[src/rtl/vram_arbiter_pkg.sv]
// Shared VGA timing constants, frame-buffer geometry and arbiter FSM encodings
// for the VRAM arbiter and its pixel-fetch pipeline.
package vram_arbiter_pkg;

  localparam int H_ACTIVE       = 640;
  localparam int H_TOTAL        = 800;
  localparam int V_ACTIVE       = 480;
  localparam int V_TOTAL        = 521;
  localparam int WORDS_PER_LINE = 80;
  localparam int FB_WORDS       = 38400;

  localparam logic [2:0] BLACK = 3'b000;

  typedef enum logic [1:0] {
    IDLE    = 2'd0,
    RD_DATA = 2'd1,
    ACK_GAP = 2'd2
  } arbState_t;

endpackage

[src/rtl/vga_pixel_fetch.sv]
// Display fetch scheduler and next/current word double buffer; the display
// always reads one 8-pixel word ahead of the beam.
module vga_pixel_fetch
  import vram_arbiter_pkg::*;
#(
  parameter int ADDR_W = 16,
  parameter int WORD_W = 24
) (
  input  logic              Clock,
  input  logic              Reset,
  input  logic [9:0]        iColumn,
  input  logic [9:0]        iRow,
  input  logic              iCapture,
  input  logic [WORD_W-1:0] iRamData,
  output logic              oFetch,
  output logic [ADDR_W-1:0] oFetchAddr,
  output logic [2:0]        oPixel
);

  logic [WORD_W-1:0] nextWord;
  logic [WORD_W-1:0] curWord;
  logic [9:0]        fetchRow;
  logic [6:0]        fetchWord;
  logic              loadCur;
  logic [4:0]        bitBase;

  // Column 792 prefetches word 0 of the following line so it is ready at column 0.
  always_comb begin
    fetchRow  = iRow;
    fetchWord = iColumn[9:3] + 7'd1;
    oFetch    = 1'b0;
    if (iColumn == 10'(H_TOTAL - 8)) begin
      fetchRow  = (iRow == 10'(V_TOTAL - 1)) ? 10'd0 : iRow + 10'd1;
      fetchWord = 7'd0;
      oFetch    = (fetchRow < 10'(V_ACTIVE));
    end else if (iColumn[2:0] == 3'd0 && iColumn < 10'(H_ACTIVE - 8) &&
                 iRow < 10'(V_ACTIVE)) begin
      oFetch = 1'b1;
    end
    oFetchAddr = ADDR_W'(fetchRow) * ADDR_W'(WORDS_PER_LINE) + ADDR_W'(fetchWord);
  end

  assign loadCur = (iColumn[2:0] == 3'd7 && iColumn < 10'(H_ACTIVE)) ||
                   (iColumn == 10'(H_TOTAL - 1));

  always_ff @(posedge Clock) begin
    if (Reset) begin
      nextWord <= '0;
      curWord  <= '0;
    end else begin
      if (iCapture) nextWord <= iRamData;
      if (loadCur)  curWord  <= nextWord;
    end
  end

  always_comb begin
    bitBase = 5'(iColumn[2:0]) * 5'd3;
    if (iColumn >= 10'(H_ACTIVE) || iRow >= 10'(V_ACTIVE)) oPixel = BLACK;
    else oPixel = curWord[bitBase +: 3];
  end

endmodule

[src/rtl/vram_arbiter.sv]
// Single-port VRAM arbiter: display fetches always win, the CPU gets leftover
// cycles. Define VRAM_ARB_STATS_EN to build the CPU stall-cycle counter.
module vram_arbiter
  import vram_arbiter_pkg::*;
#(
  parameter int ADDR_W = 16,
  parameter int WORD_W = 24
) (
  input  logic              Clock,
  input  logic              Reset,
  input  logic [9:0]        iColumn,
  input  logic [9:0]        iRow,
  output logic [2:0]        oPixel,
  input  logic              iCpuReq,
  input  logic              iCpuWe,
  input  logic [ADDR_W-1:0] iCpuAddr,
  input  logic [WORD_W-1:0] iCpuData,
  output logic              oCpuAck,
  output logic [WORD_W-1:0] oCpuData,
  output logic [ADDR_W-1:0] oRamAddr,
  output logic              oRamWe,
  output logic [WORD_W-1:0] oRamData,
  input  logic [WORD_W-1:0] iRamData,
  output logic [15:0]       oStallCount,
  output logic [1:0]        oDbgState
);

  // CPU handshake: iCpuReq is held with stable iCpuWe/iCpuAddr/iCpuData until
  // the single-cycle oCpuAck; oCpuData is meaningful only while oCpuAck is high.

  arbState_t         state;
  logic              tag;
  logic              rdOob;
  logic [ADDR_W-1:0] lastAddr;
  logic [WORD_W-1:0] lastData;
  logic              fetch;
  logic [ADDR_W-1:0] fetchAddr;
  logic              grant;
  logic              cpuOob;

  vga_pixel_fetch #(
    .ADDR_W(ADDR_W),
    .WORD_W(WORD_W)
  ) u_fetch (
    .Clock     (Clock),
    .Reset     (Reset),
    .iColumn   (iColumn),
    .iRow      (iRow),
    .iCapture  (tag),
    .iRamData  (iRamData),
    .oFetch    (fetch),
    .oFetchAddr(fetchAddr),
    .oPixel    (oPixel)
  );

  assign cpuOob    = (iCpuAddr >= ADDR_W'(FB_WORDS));
  assign grant     = !Reset && state == IDLE && iCpuReq && !fetch;
  assign oDbgState = state;

  // The RAM bus holds its last address/data when nobody owns the cycle.
  always_comb begin
    oRamAddr = lastAddr;
    oRamData = lastData;
    oRamWe   = 1'b0;
    oCpuAck  = 1'b0;
    oCpuData = '0;
    if (fetch) begin
      oRamAddr = fetchAddr;
    end else if (grant) begin
      oRamAddr = iCpuAddr;
      if (iCpuWe) begin
        oRamData = iCpuData;
        oRamWe   = !cpuOob;
        oCpuAck  = 1'b1;
      end
    end
    if (!Reset && state == RD_DATA) begin
      oCpuAck  = 1'b1;
      oCpuData = rdOob ? '0 : iRamData;
    end
  end

  // tag marks the RAM word arriving this cycle as a display fetch.
  always_ff @(posedge Clock) begin
    if (Reset) begin
      state    <= IDLE;
      tag      <= 1'b0;
      rdOob    <= 1'b0;
      lastAddr <= '0;
      lastData <= '0;
    end else begin
      tag      <= fetch;
      lastAddr <= oRamAddr;
      lastData <= oRamData;
      case (state)
        IDLE: begin
          if (grant) begin
            rdOob <= cpuOob;
            state <= iCpuWe ? ACK_GAP : RD_DATA;
          end
        end
        RD_DATA: state <= ACK_GAP;
        ACK_GAP: state <= IDLE;
        default: state <= IDLE;
      endcase
    end
  end

`ifdef VRAM_ARB_STATS_EN
  logic [15:0] stallCount;

  always_ff @(posedge Clock) begin
    if (Reset) begin
      stallCount <= '0;
    end else if (state == IDLE && iCpuReq && !grant && stallCount != 16'hFFFF) begin
      stallCount <= stallCount + 16'd1;
    end
  end

  assign oStallCount = stallCount;
`else
  assign oStallCount = '0;
`endif

endmodule
[config.mk]
export PLATFORM = sky130hd
export DESIGN_NAME = vram_arbiter
export DESIGN_NICKNAME = d
export VERILOG_FILES = /design/src/rtl/vram_arbiter_pkg.sv /design/src/rtl/vga_pixel_fetch.sv /design/src/rtl/vram_arbiter.sv
export SDC_FILE = /design/constraint.sdc
export NUM_CORES = 1
export LEC_CHECK = 0
export ABC_CLOCK_PERIOD_IN_PS = 5180
export CORE_MARGIN = 4
export CORE_UTILIZATION = 43
export CTS_CLUSTER_SIZE = 14
export DETAILED_ROUTE_END_ITERATION = 8
export PLACE_DENSITY = 0.79
export SETUP_SLACK_MARGIN = 0.1
export SYNTH_ARGS = -nofsm -noshare
export SYNTH_HDL_FRONTEND = slang
export SYNTH_SLANG_ARGS = --single-unit
[constraint.sdc]
create_clock -name Clock -period 5.18 [get_ports Clock]
set_input_delay 0.777 -clock Clock [delete_from_list [all_inputs] [get_ports Clock]]
set_output_delay 0.777 -clock Clock [all_outputs]
set_load 0.005 [all_outputs]
==> metrics, run 1 <==
most common cell after layout, fill and taps aside clkdlybuf4s50_1; Worst-path clk slew 70 ps; CTS tree done; detailed-router iteration count before antenna repair 4; f_max 187 MHz; Required @ worst endpoint 4400 ps; Mapped Avg Cell Area 9.57 um^2; ys async rst share 0; setup TNS -295 ps; I/O pin count 175; placed insts around 950; met3 usage 0.0547; count of cell types in the netlist 58; TritonCTS buffer count 9; RSZ-0062 raised after global routing yes; Worst Path Arrival approximately 4600 ps; Slew headroom 0.225; port bufs 158; Tightest Pin Transition 1160 ps; Yosys reg bits 92; clk buf depth 2; Slew Viols, Final 0; first-pass GRT wire length roughly 25000 um; largest net degree at the start of global routing 52; Leakage 3.71 nW; worst reg2reg setup slack 3130 ps; Ys Warns 0; Post-synth EDFFs 0; GR Util All Layers 0.212; post-synth top area share 0.338; area delta synth->final 55.9%; maximum VDD drop 0.000149 V; Die Span X 121 um; DR vias/cell roughly 5; Final ANT Viol Nets 0; Setup-failing EPs final 4; failing checks setup timing; cells along the critical path buf_6 -> or3b_4 -> or3_4 -> buf_4 -> o21ai_2 -> o31ai_4 -> ha_1 -> ha_1 -> a211o_1 -> a2111oi_4 -> or3_4 -> nand4b_1 -> buf_4 -> xnor2_2 -> mux2i_1 -> buf_2; routing usage on met2 0.379; clock period minus worst slack 5340 ps; Fin. Hold Viols 0; Final Wtd Congestion 0.850; synthesized cell area 0.00545 mm^2; initial antenna violation count 0; Starting Density 0.446; r2r worst-path depth 6; GR Layer Usage met1 0.239; core area 0.0122 mm^2; slowest stage delay, CP 430 ps; sequential area share after synthesis 0.338; total grt overflow 0; fin crit share 1.03; DRT Wirelength 16200 um; vias in the first global route 5255; top cells by area, synth dfxtp_1 34%, mux2i_1 12%, ha_1 5.3%; startpoint types input pin; Critical-path top delay cell or3_4; HPWL after DPL between 10000 and 15000 um; number of DRC markers in iteration 0 185; status complete, but fails checks; FF-to-FF Start oDbgState[0]; row cnt 40; CP Max Fanout 3; share of post-route cells with drive strength above 1 0.267; DR WL/cell 16.6 um; Post-Syn Instances around 570; clk_lat worst skew 350 ps; Hold Buf Count CTS 0; Residual DRC 0; Ant. Diodes 0; routed vias 4966; die area 0.0145 mm^2; worst hold path class reg2reg; Power Dens Cells 230 mW/mm^2; Die Span Y 121 um; setup ws final -164 ps; most frequent cells in the layout 130 x clkdlybuf4s50_1, 94 x buf_4, 92 x dfxtp_1, 67 x mux2i_1, 64 x nor2_1; hold path startpoint rdOob; RR Endpoint lastAddr[14]; CTS H-Tree Depth 3; setup clock skew after layout 10.7 ps; GRT busiest layer met2; CP endpoint kind output pin; CP Class in2out; commonest register cell after synthesis dfxtp_1; Finished Layout Cells 980; crit path launch iColumn[5]; Nets just over 900; worst setup path endpoint oRamAddr[13]; Root Driver clkbuf_16; Max Cap Viol 0; CTS Sinks 92; area leader, netlist dfxtp_1
==> where the power goes <==
part | internal, mW | switching [mW] | total (mW)
registers | 0.724 | 0.00566 | 0.730
clock network | 0.387 | 0.312 | 0.699
logic | 0.299 | 0.226 | 0.525
total | 1.41 | 0.544 | 1.95
==> registers in the layout, summed over array words and instances, names as in the netlist <==
signal            flops
lastData             24
u_fetch.nextWord     24
rdOob                 1
lastAddr             16
u_fetch.curWord      24
oDbgState             2
tag                   1
==> cell type report <==
cell class	instances	area, um^2
clock inverters	7	96.3
well taps	168	210
flip-flops and latches	92	1840
fillers	933	3720
inverters	12	45.0
clock buffers	9	225
multi-input cells	432	3740
repair buffers	260	2330
==> stage by stage <==
stage	instance area (um^2)	setup slack, ps	util	total power [mW]	hold WS, ps
floorplan	5570	113	-	0.972	455
global placement	7710	-895	0.632	1.19	467
detailed placement	7710	-1090	0.632	1.21	474
CTS	8250	-288	0.675	1.92	484
global route	8490	-304	0.695	2.04	524
finish	8490	-164	0.695	1.95	485
==> worst max-delay path: cells and delay by family <==
| kind | cells | cell delay [ps] |
|---|---|---|
| AND/OR/NAND/NOR | 4 | 1160 |
| AO/OA/AOI/OAI | 4 | 1000 |
| adder cells (fa/ha/maj) | 2 | 670 |
| multiplexers | 1 | 240 |
| buffers and inverters | 4 | 600 |
| XOR/XNOR | 1 | 120 |
==> cells by family after synthesis <==
logic type / share of synthesized area
AOI/OAI and AO/OA: 0.0751
other: 0.000689
adders and majority gates: 0.0602
and+or+nand+nor: 0.211
muxes: 0.220
xor gates and xnor gates: 0.0322
buffers and inverters: 0.0627
DFF: 0.338
==> how the worst min path moves through the flow <==
stage,end,cells past startpoint
after floorplan,rdOob,2
after global placement,u_fetch.curWord[9],2
after detailed placement,rdOob,2
after CTS,rdOob,2
after global routing,u_fetch.nextWord[12],2
final,rdOob,2
==> cells in the mapped netlist, types with 4 or more instances <==
cell / instances
dfxtp_1: 92
mux2i_1: 67
nor2_1: 66
nor2b_1: 29
and2_1: 25
ha_1: 23
o21ai_0: 23
clkbuf_1: 21
and2b_1: 17
buf_4: 17
mux2_4: 17
nand2_1: 16
xnor2_1: 15
a21oi_1: 13
inv_1: 12
mux2_2: 10
nand3_1: 9
nor3_1: 7
a211oi_1: 6
mux4_1: 6
nand4_1: 5
nor4b_1: 5
or3_1: 5
xor2_1: 5
buf_2: 4
==> per-layer routing <==
metal | share of wire | vias to the layer above
met5 | 0 | -
met4 | 0.034 | 0
met3 | 0.055 | 41
met2 | 0.52 | 168
met1 | 0.40 | 2321
li1 | - | 2436
==> timing repair <==
item                       in CTS  in global routing
pin swaps                      21                 22
gates cloned                    0                  1
setup endpoints to repair      10                  9
setup buffers                  12                  6
gates resized for setup       104                 41
(Power assumes the default switching activity.)
==> inputs of run 2 (changes only) <==
--- a/config.mk
+++ b/config.mk
@@ -5,12 +5,12 @@
 export SDC_FILE = /design/constraint.sdc
 export NUM_CORES = 1
 export LEC_CHECK = 0
-export ABC_CLOCK_PERIOD_IN_PS = 5180
+export ABC_CLOCK_PERIOD_IN_PS = 6800
 export CORE_MARGIN = 4
-export CORE_UTILIZATION = 43
+export CORE_UTILIZATION = 51
 export CTS_CLUSTER_SIZE = 14
 export DETAILED_ROUTE_END_ITERATION = 8
-export PLACE_DENSITY = 0.79
+export PLACE_DENSITY = 0.88
 export SETUP_SLACK_MARGIN = 0.1
 export SYNTH_ARGS = -nofsm -noshare
 export SYNTH_HDL_FRONTEND = slang
==> constraint.sdc (replaced) <==
create_clock -name Clock -period 6.8 [get_ports Clock]
set_input_delay 1.02 -clock Clock [delete_from_list [all_inputs] [get_ports Clock]]
set_output_delay 1.02 -clock Clock [all_outputs]
set_load 0.005 [all_outputs]
==> run 2 against run 1 <==
Against the previous run: the flow now finishes without violations; clock skew grew 1.6 ps; utilization grew 2.9 points; cell count shrank 10%; cell area shrank 12%; largest power group unchanged.
==> metrics, run 2 (synthesis results as in run 1) <==
Final Wtd Congestion 0.862 (+1.4%); Tightest Pin Transition 1170 ps (+6.23 ps); Power Dens Cells 167 mW/mm^2 (-28%); Ant. Diodes 0 (unchanged); total grt overflow 0 (unchanged); setup ws final 331 ps (+495 ps); FF/Latch Area 0.00184 mm^2 (unchanged); HPWL after DPL 11000 um (-7.8%); Residual DRC 0 (unchanged); routed vias 4682 (-5.7%); Die Span Y 111 um (-7.6%); fin crit share 0.951; CP endpoint kind output pin; RSZ-0062 raised after global routing yes; clk buf depth 2 (unchanged); Leakage 3.19 nW (-14%); status finished, final reports clean; Placed Area 0.00723 mm^2 (-6.3%); TritonCTS buffer count 9 (unchanged); Final Core Density 0.724 (+0.0287); placed insts 864 (-8.6%); startpoint types input pin; initial antenna violation count 0 (unchanged); Slew headroom 0.220 (-0.00417); multi-input logic area 0.00341 mm^2 (-8.8%); Setup-failing EPs final 0 (-4); FF-to-FF Start oDbgState[0]; Max Cap Viol 0 (unchanged); most frequent cells in the layout 157 x clkdlybuf4s50_1, 92 x dfxtp_1, 67 x mux2i_1, 65 x nor2_1, 34 x buf_4; Worst Path Arrival 5450 ps (+880 ps); DR vias/cell 5.32 (+5.0%); largest net degree at the start of global routing 92 (+77%); clock period minus worst slack 6470 ps; Worst-path clk slew 90 ps (+20 ps); GR Util All Layers 0.222 (+0.0102); Die Span X 111 um (-7.6%); CTS H-Tree Depth 3 (unchanged); die area 0.0124 mm^2 (-15%); Fin. Hold Viols 0 (unchanged); crit path launch iColumn[8]; setup clock skew after layout 12.4 ps (+1.64 ps); DR WL/cell 16.0 um (-3.4%); core area 0.0104 mm^2 (-15%); detailed-router iteration count before antenna repair 4 (unchanged); f_max 155 MHz; Final ANT Viol Nets 0 (unchanged); hold path startpoint u_fetch.curWord[8]; first-pass GRT wire length 23000 um (-8.7%); biggest regs lastData (24), u_fetch.curWord (24), u_fetch.nextWord (24); Pwr Total 1.25 mW (-36%); port bufs 158 (unchanged); clk_lat worst skew 360 ps (about the same); number of DRC markers in iteration 0 224 (+21%); worst hold path class reg2reg; Root Driver clkbuf_8; DRT Wirelength 14100 um (-13%); Nets 852 (-7.4%); Required @ worst endpoint 5780 ps (+1380 ps); most common cell after layout, fill and taps aside clkdlybuf4s50_1; area delta synth->final 37.8%; Starting Density 0.525 (+0.0792); Final Cell Area 0.00751 mm^2 (-12%); Finished Layout Cells 880 (-10%); CTS Sinks 92 (unchanged); postcts setup bufs 0 (-12); vias in the first global route 4831 (-8.1%); I/O pin count 175 (unchanged); CP Class in2out; Slew Viols, Final 0 (unchanged); CTS tree done; post-place setup slack -11.4 ps (+1070 ps); row cnt 37 (-7.5%); fillers 749 (-20%); CP Max Fanout 5 (+2); maximum VDD drop 0.000138 V (-7.3%); share of post-route cells with drive strength above 1 0.134 (-0.133)
[run 2: metrics by stage]
step | TNS, ps | hold WS, ps
global route | 0 | 526
detailed placement | -11.4 | 480
finish | 0 | 502
CTS | 0 | 503
global placement | 0 | 466
floorplan | 0 | 455
[run 2: what timing repair did]
item                                    4_1_cts  5_1_grt
pin swaps                                     0        4
resized for setup                             2       17
hold buffers                                  0        0
endpoints found under the setup margin        1        5
[run 2: path summary, 6_finish.rpt]
path	endpoint	slack [ps]	cells past startpoint
worst max register to register	lastData[14]	4490	5
worst max-delay path	oRamAddr[15]	330	16
worst min register to register	u_fetch.curWord[8]	500	2
worst min-delay path	u_fetch.curWord[8]	500	2
[run 2: final cells by class]
class,instances,share of cell area
inverter,12,0.00600
tap,136,0.0227
clock buffer,10,0.0170
multi-input combinational,432,0.454
timing repair buffer,192,0.244
clock inverter,6,0.0108
sequential,92,0.245
[run 2: worst max-delay path: stages]
cell,delay [ps]
clkdlybuf4s50_1,470
or3b_4,390
or3_4,440
buf_4,170
o21ai_0,170
o21ai_1,130
ha_1,320
ha_1,360
o21a_1,220
a2111oi_2,400
or3_1,200
nand4b_1,150
nor3_1,210
xnor2_1,120
a21oi_1,160
clkdlybuf4s50_1,520
[run 2: metal layers]
metal | GRT usage | up-vias | share of wire
met1 | 0.260 | 2203 | 0.42
li1 | - | 2292 | -
met2 | 0.404 | 163 | 0.50
met3 | 0.0467 | 24 | 0.058
met4 | 0.0722 | 0 | 0.022
met5 | 0 | - | 0
[run 2: where the power goes]
part | internal, mW | switching, mW | total (mW)
Clock | 0.177 | 0.204 | 0.381
Sequential | 0.551 | 0.00437 | 0.556
Combinational | 0.178 | 0.136 | 0.314
==> inputs of run 3 (changes only) <==
--- a/config.mk
+++ b/config.mk
@@ -7,10 +7,11 @@
 export LEC_CHECK = 0
 export ABC_CLOCK_PERIOD_IN_PS = 6800
 export CORE_MARGIN = 4
-export CORE_UTILIZATION = 51
+export CORE_UTILIZATION = 65
 export CTS_CLUSTER_SIZE = 14
 export DETAILED_ROUTE_END_ITERATION = 8
-export PLACE_DENSITY = 0.88
+export DONT_BUFFER_PORTS = 1
+export PLACE_DENSITY = 0.82
 export SETUP_SLACK_MARGIN = 0.1
 export SYNTH_ARGS = -nofsm -noshare
 export SYNTH_HDL_FRONTEND = slang
==> run 3 against run 2 <==
Against the previous run: sequential cell count stayed put; worst setup slack better by 210 ps; clock skew is 1.9 ps lower; register-to-register slack worse by 50 ps; power is 13% lower; via count is 17% lower; global-route usage is 1.2 points higher; first-iteration DRC count is 48% lower; critical path type unchanged; critical endpoint is now oRamAddr[14].
==> metrics, run 3 (synthesis results as in run 1) <==
status finished, final reports clean; most common cell after layout, fill and taps aside dfxtp_1; Power Dens Cells 195 mW/mm^2 (+17%); CP Class in2out; row cnt 33 (-11%); Fin. Hold Viols 0 (unchanged); Final ANT Viol Nets 0 (unchanged); GR Util All Layers 0.234 (+0.0123); multi-input logic area 0.00334 mm^2 (-2.1%); f_max 160 MHz (+3.3%); Post-CTS Resized 0 (-2); total grt overflow 0 (unchanged); FF/Latch Area 0.00184 mm^2 (unchanged); die area 0.00991 mm^2 (-20%); maximum VDD drop 0.000120 V (-13%); number of DRC markers in iteration 0 117 (-48%); Slew headroom 0.226 (+0.00539); setup clock skew after layout 10.5 ps (-1.89 ps); FF-to-FF Start oDbgState[0]; clk buf depth 2 (unchanged); first-pass GRT wire length 18800 um (-18%); DR vias/cell 5.85 (+10%); Ant. Diodes 0 (unchanged); fin crit share 0.921 (-0.0305); startpoint types input pin; routed vias 3869 (-17%); HPWL after DPL 9020 um (-18%); RSZ-0062 raised after global routing no; CTS Sinks 92 (unchanged); CP Max Fanout 8 (+3); core area 0.00818 mm^2 (-21%); Residual DRC 0 (unchanged); I/O pin count 175 (unchanged); Die Span Y 99.5 um (-11%); Tightest Pin Transition 1160 ps (-3.78 ps); hold path startpoint rdOob; area delta synth->final 2.50%; Hold Buf Count CTS 0 (unchanged); setup TNS 0 ps (unchanged); worst hold path class reg2reg; DRT Wirelength 11700 um (-17%); CP endpoint kind output pin; Die Span X 99.5 um (-11%); CTS H-Tree Depth 3 (unchanged); vias in the first global route 3854 (-20%); initial antenna violation count 0 (unchanged); Worst-path clk slew 90 ps (about the same); worst reg2reg setup slack 4440 ps (-50 ps); Required @ worst endpoint 5780 ps (about the same); clk_lat worst skew 350 ps (about the same); Starting Density 0.666 (+0.141); most frequent cells in the layout 92 x dfxtp_1, 67 x mux2i_1, 66 x nor2_1, 29 x nor2b_1, 25 x and2_1; Final Core Density 0.683 (-0.0410); largest net degree at the start of global routing 93 (+1.1%); Nets 664 (-22%); port bufs 0 (-100%); r2r worst-path depth 5 (unchanged); CTS tree done; hold path depth 2 (unchanged); DR WL/cell 17.7 um (+10%); biggest regs lastData (24), u_fetch.curWord (24), u_fetch.nextWord (24); clock period minus worst slack 6260 ps (-208 ps); Slew Viols, Final 0 (unchanged); hold worst-path end rdOob; Root Driver clkbuf_8; share of post-route cells with drive strength above 1 0.104 (-0.0301); detailed-router iteration count before antenna repair 6 (+2); fillers 676 (-9.7%); Max Cap Viol 0 (unchanged); Leakage 2.44 nW (-23%); TritonCTS buffer count 9 (unchanged); Worst Path Arrival 5240 ps (-210 ps); Final Wtd Congestion 0.911 (+5.7%); Setup-failing EPs final 0 (unchanged); RR Endpoint lastData[6]; postcts setup bufs 0 (unchanged)
## run 3: cell types whose count changed in the layout (fill, tap and decap cells not counted), sizes merged
cell,delta
clkinvlp,+1
bufinv,-1
buf,-31
clkdlybuf4s50,-157
## run 3: layout make-up
cell class / instances / area share
Clock buffer: 10 / 0.0247
Clock inverter: 6 / 0.0103
Inverter: 12 / 0.00807
Multi-Input combinational cell: 432 / 0.598
Sequential cell: 92 / 0.330
Tap cell: 105 / 0.0235
Timing Repair Buffer: 4 / 0.00538
## run 3: metrics by stage
step                area (um^2)  cells  hold slack (ps)  power, mW  worst slack, ps
finish                     5580    661              482       1.09              539
global route               5580    661              520       1.14              261
CTS                        5580    661              482       1.10              547
detailed placement         5390    645              469      0.746              566
global placement           5390    645              459      0.741              617
floorplan                  5500    584              455      0.732              709
## run 3: worst max-delay path by stage
stage	depth (start not counted)	from	endpoint	slack (ps)
after floorplan	15	iColumn[1]	oRamAddr[14]	710
after detailed placement	14	iColumn[0]	oRamAddr[14]	570
final	14	iColumn[0]	oRamAddr[14]	540
after CTS	14	iColumn[0]	oRamAddr[14]	550
after global placement	14	iColumn[0]	oRamAddr[14]	620
after global routing	14	iColumn[0]	oRamAddr[14]	260
## run 3: report_power, final
group          total, mW  switching, mW  internal (mW)
registers          0.556        0.00474          0.551
logic              0.178         0.0936         0.0846
clock network      0.353          0.203          0.150
total               1.09          0.302          0.786
## run 3: layer usage
metal,global-route usage,wire length [um],vias up
met4,0.0819,240,0
met1,0.270,4560,1809
li1,-,-,1905
met5,0,0,-
met3,0.0561,812,23
met2,0.423,6050,132
## run 3: worst max-delay path, stage by stage
cell and delay (ps):
or3_4 380, or3_1 550, nor2_1 190, nand2_1 70
o21ai_0 190, ha_1 330, ha_1 240, inv_1 70
fa_1 460, nor4b_1 510, or3b_2 500, nor4_1 330
xnor2_1 100, mux2_2 290
